[config.mk]
export PLATFORM = sky130hd
export DESIGN_NAME = mem_stage_vl
export DESIGN_NICKNAME = d
export VERILOG_FILES = /design/src/rtl/mem_stage_vl_pkg.sv /design/src/rtl/mem_stage_vl_load_align.sv /design/src/rtl/mem_stage_vl.sv
export SDC_FILE = /design/constraint.sdc
export NUM_CORES = 1
export LEC_CHECK = 0
export CORE_MARGIN = 4
export CORE_UTILIZATION = 46
export CTS_CLUSTER_DIAMETER = 30
export DETAILED_ROUTE_END_ITERATION = 10
export PLACE_DENSITY = 0.78
export SYNTH_ARGS = -nofsm -noshare
export SYNTH_HDL_FRONTEND = slang
export SYNTH_SLANG_ARGS = --single-unit
[constraint.sdc]
create_clock -name clk -period 3.3 [get_ports clk]
set_input_delay 0.99 -clock clk [delete_from_list [all_inputs] [get_ports clk]]
set_output_delay 0.99 -clock clk [all_outputs]
set_load 0.01 [all_outputs]
[src/rtl/mem_stage_vl_pkg.sv]
// Shared MEM-stage definitions: load opcodes, EX->MEM / MEM->WB payload layouts,
// exception codes and the per-instruction response state.
package mem_stage_vl_pkg;

    localparam logic [2:0] LD_NONE = 3'd0;
    localparam logic [2:0] LD_W    = 3'd1;
    localparam logic [2:0] LD_H    = 3'd2;
    localparam logic [2:0] LD_B    = 3'd3;
    localparam logic [2:0] LD_LWL  = 3'd4;
    localparam logic [2:0] LD_LWR  = 3'd5;

    localparam logic [4:0] EXC_INT  = 5'h00;
    localparam logic [4:0] EXC_ADEL = 5'h04;
    localparam logic [4:0] EXC_ADES = 5'h05;
    localparam logic [4:0] EXC_SYS  = 5'h08;
    localparam logic [4:0] EXC_BP   = 5'h09;
    localparam logic [4:0] EXC_RI   = 5'h0a;
    localparam logic [4:0] EXC_OV   = 5'h0c;

    // Fields held by MEM; the memory-request flag is folded into the state on accept.
    typedef struct packed {
        logic [31:0] pc;
        logic [4:0]  dest;
        logic        gr_we;
        logic [31:0] alu_result;
        logic [31:0] rt_value;
        logic [2:0]  ld_op;
        logic        ld_sign;
        logic        ex;
        logic [4:0]  excode;
    } es_to_ms_t;

    typedef struct packed {
        logic [31:0] pc;
        logic [4:0]  dest;
        logic        gr_we;
        logic [31:0] final_result;
        logic        ex;
        logic [4:0]  excode;
    } ms_to_ws_t;

    localparam int ES_TO_MS_BUS_WD = $bits(es_to_ms_t);
    localparam int MS_TO_WS_BUS_WD = $bits(ms_to_ws_t);

    typedef enum logic [1:0] {
        MS_NOMEM = 2'd0,
        MS_WAIT  = 2'd1,
        MS_DONE  = 2'd2
    } ms_state_e;

    function automatic logic is_load(input logic [2:0] op);
        return (op >= LD_W) && (op <= LD_LWR);
    endfunction

endpackage

[src/rtl/mem_stage_vl_load_align.sv]
// Combinational load aligner: selects, extends and merges returned word data
// for W/H/B/LWL/LWR loads given the byte offset.
module mem_stage_vl_load_align
    import mem_stage_vl_pkg::*;
(
    input  logic [2:0]  ld_op,
    input  logic        ld_sign,
    input  logic [1:0]  addr,
    input  logic [31:0] rdata,
    input  logic [31:0] rt,
    output logic [31:0] result
);

    logic [15:0] half_v;
    logic [7:0]  byte_v;

    assign half_v = rdata[{addr[1], 4'b0000} +: 16];
    assign byte_v = rdata[{addr, 3'b000} +: 8];

    always_comb begin
        // NOTE: result gets a default first so every path assigns it and no latch is inferred.
        result = rdata;
        case (ld_op)
            LD_H: result = {{16{ld_sign & half_v[15]}}, half_v};
            LD_B: result = {{24{ld_sign & byte_v[7]}}, byte_v};
            LD_LWL: begin
                case (addr)
                    2'd0:    result = {rdata[7:0],  rt[23:0]};
                    2'd1:    result = {rdata[15:0], rt[15:0]};
                    2'd2:    result = {rdata[23:0], rt[7:0]};
                    default: result = rdata;
                endcase
            end
            LD_LWR: begin
                case (addr)
                    2'd0:    result = rdata;
                    2'd1:    result = {rt[31:24], rdata[31:8]};
                    2'd2:    result = {rt[31:16], rdata[31:16]};
                    default: result = {rt[31:8],  rdata[31:24]};
                endcase
            end
            default: result = rdata;
        endcase
    end

endmodule

[src/rtl/mem_stage_vl.sv]
// Variable-latency MEM stage: holds an instruction until its in-order data_ok,
// aligns load data, and discards responses owed to flushed instructions.
module mem_stage_vl
    import mem_stage_vl_pkg::*;
#(
    parameter int DISCARD_MAX = 3,
    parameter bit BUF_RDATA   = 1'b1
) (
    input  logic        clk,
    input  logic        reset,
    input  logic        es_to_ms_valid,
    output logic        ms_allowin,
    input  logic [31:0] es_pc,
    input  logic [4:0]  es_dest,
    input  logic        es_gr_we,
    input  logic [31:0] es_alu_result,
    input  logic [31:0] es_rt_value,
    input  logic [2:0]  es_ld_op,
    input  logic        es_ld_sign,
    input  logic        es_mem_req,
    input  logic        es_ex,
    input  logic [4:0]  es_excode,
    input  logic        es_req_inflight,
    input  logic        data_sram_data_ok,
    input  logic [31:0] data_sram_rdata,
    input  logic        ws_allowin,
    output logic        ms_to_ws_valid,
    output logic [31:0] ms_pc,
    output logic [4:0]  ms_dest,
    output logic        ms_gr_we,
    output logic [31:0] ms_final_result,
    output logic        ms_ex,
    output logic [4:0]  ms_excode,
    output logic        ms_fwd_valid,
    output logic        ms_fwd_blocked,
    output logic        ex_to_es,
    input  logic        ex_from_ws,
    output logic        ms_discard_busy
);

    localparam int CNT_W = $clog2(DISCARD_MAX + 1);
    // Two extra bits hold count + 2 before the overflow check.
    localparam int SUM_W = CNT_W + 2;
    localparam logic [SUM_W-1:0] CNT_LIMIT = SUM_W'(DISCARD_MAX);

    logic             ms_valid;
    ms_state_e        ms_state;
    es_to_ms_t        ms_bus;
    logic [31:0]      rdata_buf;
    logic [CNT_W-1:0] discard_cnt;
    logic [SUM_W-1:0] cnt_sum;

    logic        cnt_zero;
    logic        resp_drop;
    logic        resp_own;
    logic        ms_waiting;
    logic        ms_ready_go;
    logic [31:0] load_data;
    logic [31:0] align_result;
    ms_to_ws_t   ws_bus;

    // Stale responses are always claimed by the discard counter before MEM sees them.
    assign cnt_zero    = (discard_cnt == '0);
    assign resp_drop   = data_sram_data_ok && !cnt_zero;
    assign ms_waiting  = ms_valid && (ms_state == MS_WAIT);
    assign resp_own    = data_sram_data_ok && cnt_zero && ms_waiting;
    assign ms_ready_go = (ms_state == MS_NOMEM) || (ms_state == MS_DONE) || resp_own;

    assign ms_allowin      = !ms_valid || (ms_ready_go && ws_allowin);
    assign ms_to_ws_valid  = ms_valid && ms_ready_go;
    assign ms_fwd_valid    = ms_valid && ms_bus.gr_we;
    assign ms_fwd_blocked  = ms_valid && (ms_bus.ld_op != LD_NONE) && !ms_ready_go;
    assign ex_to_es        = ms_valid && ms_bus.ex;
    assign ms_discard_busy = !cnt_zero;

    always_comb begin
        cnt_sum = SUM_W'(discard_cnt);
        if (ex_from_ws) begin
            // A response arriving in the flush cycle already paid off the MEM debt.
            cnt_sum = cnt_sum + SUM_W'(ms_waiting && !resp_own) + SUM_W'(es_req_inflight);
        end
        if (resp_drop) begin
            cnt_sum = cnt_sum - SUM_W'(1);
        end
    end

    always_ff @(posedge clk) begin
        // NOTE: sequential state uses non-blocking assignments so all registers update together.
        if (reset) begin
            ms_valid    <= 1'b0;
            ms_state    <= MS_NOMEM;
            discard_cnt <= '0;
            // NOTE: the payload and buffer are reset too so every WB-facing output reads 0 out of reset.
            ms_bus      <= '0;
            rdata_buf   <= '0;
        end else begin
            discard_cnt <= cnt_sum[CNT_W-1:0];
            if (ex_from_ws) begin
                ms_valid <= 1'b0;
                ms_state <= MS_NOMEM;
            end else if (ms_allowin) begin
                ms_valid <= es_to_ms_valid;
                ms_state <= (es_to_ms_valid && es_mem_req && !es_ex) ? MS_WAIT : MS_NOMEM;
                if (es_to_ms_valid) begin
                    ms_bus <= '{pc: es_pc, dest: es_dest, gr_we: es_gr_we,
                                alu_result: es_alu_result, rt_value: es_rt_value,
                                ld_op: es_ld_op, ld_sign: es_ld_sign,
                                ex: es_ex, excode: es_excode};
                end
            end else if (BUF_RDATA && resp_own) begin
                ms_state  <= MS_DONE;
                rdata_buf <= data_sram_rdata;
            end
        end
    end

    assign load_data = (ms_state == MS_DONE) ? rdata_buf : data_sram_rdata;

    mem_stage_vl_load_align u_load_align (
        .ld_op   (ms_bus.ld_op),
        .ld_sign (ms_bus.ld_sign),
        .addr    (ms_bus.alu_result[1:0]),
        .rdata   (load_data),
        .rt      (ms_bus.rt_value),
        .result  (align_result)
    );

    assign ws_bus = '{pc: ms_bus.pc, dest: ms_bus.dest, gr_we: ms_bus.gr_we,
                      final_result: is_load(ms_bus.ld_op) ? align_result : ms_bus.alu_result,
                      ex: ms_bus.ex, excode: ms_bus.excode};
    assign {ms_pc, ms_dest, ms_gr_we, ms_final_result, ms_ex, ms_excode} = ws_bus;

    a_discard_limit: assert property (@(posedge clk) disable iff (reset) cnt_sum <= CNT_LIMIT);
    a_unbuffered_wb: assert property (@(posedge clk) disable iff (reset)
                                      BUF_RDATA || !resp_own || ws_allowin);

endmodule

==> results.py <==
metrics = {
    "final_layout": {
        "drive_gt1_frac": 0.287,
        "stdcell_count": 1663,
        "ff_latch_area_mm2": 0.00300,
        "final_nets": 1535,
        "syn2layout_area_growth_pct": 46.3,
        "fin_util": 0.693,
        "n_antenna_cell": 0,
        "nFillCells": 1617,
        "multi_input_area_mm2": 0.00662,
    },
    "logic_synthesis": {
        "synth.distinct_cells": 59,
        "netlist_instances": 1096,
        "syn_nets": 1251,
        "synth_area_mm2": 0.00967,
        "ys_seq_area_frac": 0.308,
        "postSynthAreaPerCell_um2": 8.83,
        "synth_warnings": 0,
        "synth_edf_count": 0,
        "ys.flop_type": "dfxtp_1",
        "synth-seq-cells": 149,
        "synthArstFlopShare": 0,
    },
    "clocking": {
        "holdBufCountCts": 0,
        "clock-sinks": 149,
        "numCtsBuffers": 17,
        "cts_root_buffer": "clkbuf_16",
        "htree_levels": 4,
        "clock_latency_ps": 430,
        "cts_buffer_depth": 2,
        "cts.clk_slew.worst_paths_ps": 60,
        "cts_tree": "done",
    },
    "critical_path": {
        "cp_common_cell": "buf_6",
        "cp_top_family": "buffers and inverters",
        "start_kind": "primary input",
        "cp-end-kind": "output pin",
        "critPathKind": "primary input to output pin",
        "slowest_delay_ps": 460,
        "arrival_ps": 2450,
        "crit_chain": "buf_6 -> mux2i_2 -> nand3b_1 -> nand4_1 -> buf_6 -> a2111o_1 -> buf_6 -> buf_6 -> o211ai_1 -> buf_2",
        "crit_slowest_cell": "a2111o_1",
        "crit_fanout": 5,
        "cp.required_ps": 2310,
        "path_buf_inv": 5,
    },
    "floorplan": {
        "ios": 234,
        "die_w_um": 153,
        "dieHeight_um": 153,
        "placement_rows": 52,
        "die_area_mm2": 0.0234,
        "core_region_area_mm2": 0.0204,
        "start_util": 0.474,
    },
    "placed_design": {
        "dp_slack_ps": -885,
        "hpwl_mm": 23.4,
        "gp_congestion": 0.983,
        "io_buffer_count": 233,
        "place_inst": 1603,
    },
    "sta": {
        "fmax_ghz": 0.290,
        "setup-violations-final": 27,
        "tightest_slew_ps": 575,
        "grt_setup_unrepaired": "true",
        "hold_viol": 0,
        "fin_crit_ps": 3440,
        "timing.slew.headroom": 0.606,
        "hold_ws_ps": 471,
        "final.setup_skew_ps": 10.6,
        "setup_slack_ps": -144,
        "drv_slew": 0,
        "finalCritPeriodShare": 1.04,
    },
    "global_routing": {
        "antenna_found_initial": 0,
        "grt.overflow.total": 0,
        "grt_pass1_wl_mm": 50.5,
        "first_global_vias": 9231,
        "grt_usage": 0.266,
        "grt_max_degree": 97,
    },
    "power": {
        "power.leakage_nw": 5.69,
        "power_mw": 5.12,
        "ir_drop_uv": 310,
        "power.density_mw_per_mm2": 362,
    },
    "outcome": {
        "violations": "setup timing",
        "status": "complete, but fails checks",
    },
    "drt": {
        "vias": 9448,
        "drt-pass1-iter-count": 6,
        "wl_per_cell_um": 19.9,
        "routed_wl_mm": 33.1,
        "drt_iter0_drc": 909,
        "drc": 0,
        "ant_nets": 0,
        "vias_per_cell": 5.68,
    },
    "min_path": {
        "hold_path.class": "flop to flop",
    },
    "run": {
        "maxCapViolCount": 0,
    },
}
metrics by stage:
step	setup TNS, ps	instance area, um2
3_3_place_gp	-30400	12700
2_1_floorplan	0	9670
6_report	-1410	14200
5_1_grt	-3680	14200
4_1_cts	-1440	13800
3_5_place_dp	-31340	12700
per-layer routing:
metal | GRT usage | part of all wire | up-vias | routed length [um]
met2 | 0.426 | 0.46 | 527 | 15200
met1 | 0.329 | 0.39 | 4377 | 13000
met3 | 0.0888 | 0.098 | 119 | 3250
met5 | 0 | 0 | - | 0
met4 | 0.115 | 0.048 | 0 | 1590
li1 | - | - | 4425 | -
power by group:
part | internal (mW) | leakage, nW | total, mW | switching (mW)
clock network | 1.08 | 0.272 | 1.90 | 0.817
logic | 0.655 | 4.20 | 1.28 | 0.629
registers | 1.87 | 1.22 | 1.93 | 0.0603
total | 3.61 | 5.69 | 5.12 | 1.51
cells by family (layout without fill, tap and decap cells):
kind of cell / Yosys count / in the layout / synth area share
flops: 149 / 149 / 0.308
simple gates: 362 / 362 / 0.214
mux: 202 / 202 / 0.227
compound gates: 231 / 231 / 0.155
buf+inv: 147 / 444 / 0.0889
fa+ha+maj: 3 / 3 / 0.00466
xor+xnor: 2 / 2 / 0.00181
flip-flops by register name (all words and copies together) (netlist names):
| signal | count |
|---|---|
| ms_valid | 1 |
| ms_ex | 1 |
| rdata_buf | 32 |
| ms_bus | 68 |
| ms_dest | 5 |
| ms_state | 2 |
| ms_gr_we | 1 |
| ms_pc | 32 |
| ms_excode | 5 |
| discard_cnt | 2 |
worst paths after layout:
path	start	to	slack, ps	depth (start not counted)
max	data_sram_rdata[7]	ms_final_result[18]	-140	10
min	ms_pc[6]	ms_pc[6]	470	2
max reg2reg	discard_cnt[1]	rdata_buf[25]	960	6
min reg2reg	ms_pc[6]	ms_pc[6]	470	2
tightest hold or removal path, cell delays in order, from the launching register on:
cell	delay, ps
dfxtp_1	310
nand2b_1	60
mux2i_1	50
synth_stat cells (3+ instances only):
library cell  number  share of area
a21oi_1           98          0.051
a22o_1            14          0.013
or2_2              4         0.0026
nor2b_1            6         0.0039
buf_4             47          0.036
o2111ai_1          6         0.0054
nand3_1            7         0.0036
buf_1              3         0.0012
clkbuf_1          58          0.023
inv_1             14         0.0054
o221ai_1           8         0.0072
a222oi_1           7         0.0072
nand2b_1         234           0.15
buf_12             3         0.0062
nor3_1            10         0.0052
nor2_1            55          0.021
dfxtp_1          149           0.31
mux2_2             7         0.0081
o21ai_0           20          0.010
o211ai_1          11         0.0085
nand2_1           24         0.0093
mux4_2            13          0.030
buf_6              9          0.010
a211oi_1           8         0.0062
buf_2             11         0.0057
a31oi_1           12         0.0078
a21o_1             3         0.0023
nand3b_1           3         0.0023
o22ai_1            8         0.0052
a22oi_1            6         0.0047
a221oi_1          16          0.014
nor3b_1            3         0.0023
and2_1             4         0.0026
mux2i_1          182           0.19
repair_timing:
| action | CTS | global route |
|---|---|---|
| pin swaps | 49 | 41 |
| endpoints found under the setup margin | 35 | 32 |
| setup buffers | 18 | 10 |
| gates resized for setup | 375 | 55 |
| gates cloned | 2 | 1 |
cell type report:
class | count | share of cell area
inverter | 15 | 0.00415
clock buffer | 19 | 0.0320
tap | 270 | 0.0239
sequential | 149 | 0.212
timing repair buffer | 397 | 0.252
clock inverter | 13 | 0.00866
multi-input combinational | 800 | 0.468
placed cells by master, fill, tap and decap left out, types with 20 or more instances in the layout:
cell type,netlist,routed
buf_2,11,52
a21oi_2,0,20
clkdlybuf4s50_1,0,164
dfxtp_1,149,143
nand2_1,24,22
nand2b_1,234,226
a21oi_1,98,75
mux2i_1,182,163
nor2_1,55,50
buf_4,47,129
buf_6,9,27
No activity file was read; power rests on OpenSTA's default activity.
